===== config.mk =====
export PLATFORM = sky130hd
export DESIGN_NAME = qalu_seq
export DESIGN_NICKNAME = d
export VERILOG_FILES = /design/src/rtl/qalu_pkg.sv /design/src/rtl/qalu_addsub.sv /design/src/rtl/qalu_seq.sv
export SDC_FILE = /design/constraint.sdc
export NUM_CORES = 1
export LEC_CHECK = 0
export ABC_AREA = 1
export ABC_CLOCK_PERIOD_IN_PS = 10840
export CELL_PAD_IN_SITES_DETAIL_PLACEMENT = 1
export CELL_PAD_IN_SITES_GLOBAL_PLACEMENT = 1
export CORE_UTILIZATION = 46
export CTS_CLUSTER_SIZE = 20
export DETAILED_ROUTE_END_ITERATION = 8
export HOLD_SLACK_MARGIN = 0.12
export PLACE_DENSITY = 0.82
export SETUP_SLACK_MARGIN = 0.15
export SYNTH_ARGS = -nofsm -noshare
export SYNTH_HDL_FRONTEND = slang
export SYNTH_SLANG_ARGS = --single-unit

===== constraint.sdc =====
create_clock -name clk -period 10.84 [get_ports clk]
set_input_delay 1.626 -clock clk [delete_from_list [all_inputs] [get_ports clk]]
set_output_delay 1.626 -clock clk [all_outputs]
set_load 0.02 [all_outputs]

===== src/rtl/qalu_pkg.sv =====
// Shared types and constants for the sequential sign-magnitude Q-format ALU.
package qalu_pkg;

  typedef enum logic [1:0] {
    OP_ADD = 2'b00,
    OP_SUB = 2'b01,
    OP_MUL = 2'b10,
    OP_DIV = 2'b11
  } qalu_op_e;

  typedef enum logic [1:0] {
    ST_IDLE = 2'b00,
    ST_MUL  = 2'b01,
    ST_DIV  = 2'b10
  } qalu_state_e;

  // Largest representable magnitude of an n-bit sign-magnitude word.
  function automatic logic [63:0] qalu_sat_mag(input int unsigned n);
    return (64'd1 << (n - 1)) - 64'd1;
  endfunction

endpackage


===== src/rtl/qalu_addsub.sv =====
// Combinational sign-magnitude add/subtract with saturation; zero is always +0.
module qalu_addsub
  import qalu_pkg::*;
#(
  parameter int N = 32
) (
  input  logic [N-1:0] a,
  input  logic [N-1:0] b,
  input  logic         sub,
  output logic [N-1:0] res,
  output logic         ovf
);

  localparam int M = N - 1;
  localparam logic [M-1:0] SAT = M'(qalu_sat_mag(N));

  logic         sa, sb, sgn;
  logic [M-1:0] ma, mb, mag;
  logic [M:0]   sum;

  always_comb begin
    sa  = a[N-1];
    sb  = b[N-1] ^ sub;
    ma  = a[M-1:0];
    mb  = b[M-1:0];
    sum = {1'b0, ma} + {1'b0, mb};
    ovf = 1'b0;
    sgn = sa;
    mag = '0;
    if (sa == sb) begin
      // Only like signs can carry out; the saturated value keeps that shared sign.
      if (sum[M]) begin
        mag = SAT;
        ovf = 1'b1;
      end else begin
        mag = sum[M-1:0];
      end
    end else if (ma >= mb) begin
      mag = ma - mb;
    end else begin
      mag = mb - ma;
      sgn = sb;
    end
    if (mag == '0) sgn = 1'b0;
    res = {sgn, mag};
  end

endmodule


===== src/rtl/qalu_seq.sv =====
// Sequential Q-format ALU: single-cycle add/sub, shift-add multiply and
// restoring divide behind one start/done handshake, with saturation.
module qalu_seq
  import qalu_pkg::*;
#(
  parameter int Q = 15,
  parameter int N = 32
) (
  input  logic         clk,
  input  logic         rst_n,
  input  logic         start,
  input  logic [1:0]   op,
  input  logic [N-1:0] a,
  input  logic [N-1:0] b,
  output logic         busy,
  output logic         done,
  output logic [N-1:0] result,
  output logic         ovf,
  output logic         div0
);

  localparam int M  = N - 1;
  localparam int W  = M + Q;
  localparam int CW = $clog2(N + Q);
  localparam logic [M-1:0]  SAT      = M'(qalu_sat_mag(N));
  localparam logic [CW-1:0] MUL_LAST = CW'(M - 1);
  localparam logic [CW-1:0] DIV_LAST = CW'(W - 1);

  qalu_state_e     state_q, state_d;
  logic [CW-1:0]   cnt_q, cnt_d;
  logic            done_q, done_d;
  logic [N-1:0]    result_q, result_d;
  logic            ovf_q, ovf_d;
  logic            div0_q, div0_d;

  logic            sgn_q, sgn_d;
  logic [2*M-1:0]  mcand_q, mcand_d;
  logic [M-1:0]    mplier_q, mplier_d;
  logic [2*M-1:0]  prod_q, prod_d;
  logic [W-1:0]    dq_q, dq_d;
  logic [M-1:0]    rem_q, rem_d;
  logic [M-1:0]    divisor_q, divisor_d;

  logic [2*M-1:0]  prod_nx, prod_sh;
  logic [M:0]      trial;
  logic            qbit;
  logic [W-1:0]    dq_nx;
  logic [N-1:0]    as_res;
  logic            as_ovf;

  qalu_addsub #(.N(N)) u_addsub (
    .a   (a),
    .b   (b),
    .sub (op == OP_SUB),
    .res (as_res),
    .ovf (as_ovf)
  );

  function automatic logic [N-1:0] pack_sm(input logic s, input logic [M-1:0] m);
    return {s & (m != '0), m};
  endfunction

  always_comb begin
    state_d   = state_q;
    cnt_d     = cnt_q;
    done_d    = 1'b0;
    result_d  = result_q;
    ovf_d     = ovf_q;
    div0_d    = div0_q;
    sgn_d     = sgn_q;
    mcand_d   = mcand_q;
    mplier_d  = mplier_q;
    prod_d    = prod_q;
    dq_d      = dq_q;
    rem_d     = rem_q;
    divisor_d = divisor_q;

    prod_nx = prod_q + (mplier_q[0] ? mcand_q : '0);
    prod_sh = prod_nx >> Q;
    // Restoring step: dividend bits stream out of the top of dq while quotient bits enter at the bottom.
    trial   = {rem_q, dq_q[W-1]};
    qbit    = (trial >= {1'b0, divisor_q});
    dq_nx   = {dq_q[W-2:0], qbit};

    case (state_q)
      ST_IDLE: begin
        if (start) begin
          ovf_d  = 1'b0;
          div0_d = 1'b0;
          sgn_d  = a[N-1] ^ b[N-1];
          cnt_d  = '0;
          case (qalu_op_e'(op))
            OP_ADD, OP_SUB: begin
              result_d = as_res;
              ovf_d    = as_ovf;
              done_d   = 1'b1;
            end
            OP_MUL: begin
              mcand_d  = {{M{1'b0}}, a[M-1:0]};
              mplier_d = b[M-1:0];
              prod_d   = '0;
              state_d  = ST_MUL;
            end
            default: begin
              if (b[M-1:0] == '0) begin
                result_d = {a[N-1] ^ b[N-1], SAT};
                div0_d   = 1'b1;
                done_d   = 1'b1;
              end else begin
                dq_d      = {a[M-1:0], {Q{1'b0}}};
                rem_d     = '0;
                divisor_d = b[M-1:0];
                state_d   = ST_DIV;
              end
            end
          endcase
        end
      end
      ST_MUL: begin
        prod_d   = prod_nx;
        mcand_d  = mcand_q << 1;
        mplier_d = mplier_q >> 1;
        cnt_d    = cnt_q + 1'b1;
        if (cnt_q == MUL_LAST) begin
          if (|prod_sh[2*M-1:M]) begin
            result_d = pack_sm(sgn_q, SAT);
            ovf_d    = 1'b1;
          end else begin
            result_d = pack_sm(sgn_q, prod_sh[M-1:0]);
          end
          done_d  = 1'b1;
          state_d = ST_IDLE;
        end
      end
      ST_DIV: begin
        dq_d  = dq_nx;
        rem_d = qbit ? M'(trial - {1'b0, divisor_q}) : trial[M-1:0];
        cnt_d = cnt_q + 1'b1;
        if (cnt_q == DIV_LAST) begin
          if (|dq_nx[W-1:M]) begin
            result_d = pack_sm(sgn_q, SAT);
            ovf_d    = 1'b1;
          end else begin
            result_d = pack_sm(sgn_q, dq_nx[M-1:0]);
          end
          done_d  = 1'b1;
          state_d = ST_IDLE;
        end
      end
      default: state_d = ST_IDLE;
    endcase
  end

  always_ff @(posedge clk or negedge rst_n) begin
    if (!rst_n) begin
      state_q  <= ST_IDLE;
      cnt_q    <= '0;
      done_q   <= 1'b0;
      result_q <= '0;
      ovf_q    <= 1'b0;
      div0_q   <= 1'b0;
    end else begin
      state_q  <= state_d;
      cnt_q    <= cnt_d;
      done_q   <= done_d;
      result_q <= result_d;
      ovf_q    <= ovf_d;
      div0_q   <= div0_d;
    end
  end

  // Working registers are always reloaded on accept, so they need no reset.
  always_ff @(posedge clk) begin
    sgn_q     <= sgn_d;
    mcand_q   <= mcand_d;
    mplier_q  <= mplier_d;
    prod_q    <= prod_d;
    dq_q      <= dq_d;
    rem_q     <= rem_d;
    divisor_q <= divisor_d;
  end

  assign busy   = (state_q != ST_IDLE);
  assign done   = done_q;
  assign result = result_q;
  assign ovf    = ovf_q;
  assign div0   = div0_q;

endmodule


==> flow_summary.yaml <==
grt:
  grt_first_pass_wirelength_um: 183000
  antenna_found_initial: 6
  track_usage: 0.393
  overflow: 0
  grt_max_degree: 94
  grt_pass1_vias: 29996
synth:
  seq_area_frac_synth: 0.321
  syn_area_mm2: 0.0280
  synth_nets: 4522
  yosys_warnings: 0
  yosys_register_bits: 307
  syn_area_per_cell_um2: 6.59
  ys_dominant_reg_cell: "edfxtp_1"
  syn-instance-count: 4257
  synth_cell_types: 57
  synth-edff-count: 264
  async_flop_share: 0.140
die:
  num_io_pins: 105
  chipWidth_um: 249
  coreArea_mm2: 0.0602
  std_cell_rows: 90
  die_area_mm2: 0.0620
  die_h_um: 249
  start_util: 0.466
finish:
  mostFrequentLayoutCells: "nand2_1 (1,500), inv_1 (685), nor2_1 (320)"
  area_growth_pct: 10.2
  drive_gt1_frac: 0.0558
  n_fill_cell: 8145
  mostFrequentLayoutCell: "nand2_1"
  fin_area_mm2: 0.0309
  fin_nets: 4581
clocking:
  cts_setup_buffers: 0
  cts_hold_buf: 0
  cts_max_level: 2
  cts.repair.resized: 0
  cts_tree: "built"
  cts_root_buffer: "clkbuf_16"
  clock_path_buffers: 3
  numCtsBuffers: 38
  cts.sinks: 307
  cts.clk_slew.worst_paths_ns: 0.06
  clk-insertion-delay-late_ns: 0.59
routing:
  ant_nets: 0
  dr.pass1.iters: 5
  wl_per_cell_um: 23.8
  routed_via_density: 5.61
  drt-total-wl_um: 122000
  drt_iter0_drc: 2029
  vias: 28744
  remaining_drc_errors: 0
sta:
  max_freq_ghz: 0.188
  finalCriticalPeriod_ns: 5.33
  fin_crit_sh: 0.492
  maxSlewViolCount: 0
  setup_violations: 0
  fin_tns_setup_ns: 0
  tightest_slew_ns: 1.26
  hold_violations: 0
  slew_headroom: 0.158
  rsz0062_at_grt: "false"
  fin_skew_ns: 0.0338
pwr:
  powerDensity_mw_per_mm2: 208
  switching_power_uw: 3050
  swShare: 0.474
  leakage_uw: 0.0157
  seqPwrFrac: 0.289
  internal_power_uw: 3390
  clockPowerShare: 0.203
  combPwrFrac: 0.508
  ir_worst_vdd_mv: 0.143
setup_path:
  worstPathArrival_ns: 5.78
  end_kind: "flip-flop"
  cp.required_ns: 11.29
  critical_path_class: "input port to flip-flop"
  start_kind: "input port"
  critPathMaxFanout: 30
placement:
  gp_congestion: 1.08
  dpl-instance-area_mm2: 0.0297
  place_hpwl_um: 100000
  portBuffers: 104
run_status:
  outcome: "completed"
min_path:
  min-delay-path-class: "flip-flop to flip-flop"
run:
  maxCapViolations: 0
metal layers:
metal	vias to the layer above	share of wire	global-route usage
li1	13624	-	-
met1	13808	0.38	0.440
met2	931	0.47	0.666
met3	373	0.055	0.0587
met4	8	0.091	0.317
met5	-	0.00047	0
sequential cells by signal, summed over array words and instances (netlist names):
name / count
ovf: 1
div0: 1
result: 32
mcand_q: 62
state_q: 2
cnt_q: 6
rem_q: 31
divisor_q: 31
done: 1
mplier_q: 31
prod_q: 62
dq_q: 46
sgn_q: 1
final cells by class:
type,instances,area [um^2],share of cell area
flip-flops and latches,307,9000,0.291
clock buffers,49,1020,0.0331
repair buffers,122,1170,0.0379
clock inverters,15,194,0.00628
diodes,1,2.50,0.0000810
well taps,782,978,0.0317
multi-input cells,3100,15700,0.509
inverters,747,2810,0.0909
worst max-delay path: stages:
cell and delay (ns):
clkdlybuf4s50_1 0.52, inv_1 0.13, ha_1 0.69, nand2_2 0.16
nor2_1 0.35, nand2_1 0.09, nor2_1 0.19, nand2_1 0.09
nand3_2 0.09, nor2_4 0.08, nand2_4 0.32, inv_2 0.29
nand2_1 0.15, nand2_1 0.06, a21oi_1 0.28, nand2_1 0.10
nor2_1 0.10, nand2_1 0.06, nor2_1 0.08, nand2_1 0.06
nand2_1 0.06, nand2_1 0.05, nand3_1 0.07, nand2_1 0.05
per-stage QoR:
stage                     hold slack (ns)   util  worst slack (ns)  cells  total power [uW]
final                               0.488  0.513              5.51   5123              6440
after CTS                           0.494  0.513              5.61   5122              6390
after global routing                0.515  0.513              5.19   5123              6780
after floorplan                     0.500      -             0.551   4257              3910
after detailed placement            0.471  0.493              5.06   5058              5060
after global placement              0.469  0.493              5.13   5058              4970
final timing paths:
kind	from	endpoint	slack, ns	cells after the start
setup / recovery	a[24]	result[31]	5.51	24
hold / removal	result[27]	result[27]	0.49	2
setup reg to reg	mplier_q[0]	result[27]	5.98	24
hold reg to reg	result[27]	result[27]	0.49	2
max in group asynchronous	rst_n	result[0]	8.93	1
min in group asynchronous	rst_n	result[18]	1.25	1
cell usage after synthesis (20+ instances only):
cell type | count | share of area
xor2_1 | 39 | 0.012
clkbuf_1 | 54 | 0.0072
o21ai_1 | 36 | 0.0064
dfrtp_1 | 43 | 0.038
inv_1 | 686 | 0.092
nand4_1 | 38 | 0.0085
nand2_2 | 29 | 0.0065
nand3_1 | 264 | 0.047
nor4_1 | 24 | 0.0054
nor3_1 | 20 | 0.0036
o21ai_0 | 202 | 0.036
ha_1 | 191 | 0.085
a21oi_1 | 218 | 0.039
nor2_1 | 321 | 0.043
nor2_2 | 26 | 0.0058
o21bai_1 | 27 | 0.0072
inv_2 | 54 | 0.0072
edfxtp_1 | 264 | 0.28
nand2_1 | 1500 | 0.20
power groups by stage:
stage | clock (uW) | combinational [uW] | sequential [uW]
final | 1310 | 3270 | 1860
after global routing | 1350 | 3540 | 1880
after CTS | 1320 | 3210 | 1860
after detailed placement | 0 | 3180 | 1870
after global placement | 0 | 3100 | 1860
after floorplan | 0 | 1970 | 1940
cells by family after synthesis:
logic type | after synthesis | share of synthesized area
xor gates and xnor gates | 59 | 0.0187
adders and majority gates | 196 | 0.0888
and+or+nand+nor | 2294 | 0.344
DFF | 307 | 0.321
buffers and inverters | 850 | 0.121
AOI/OAI and AO/OA | 551 | 0.107
Power figures use the tool's default switching activity.
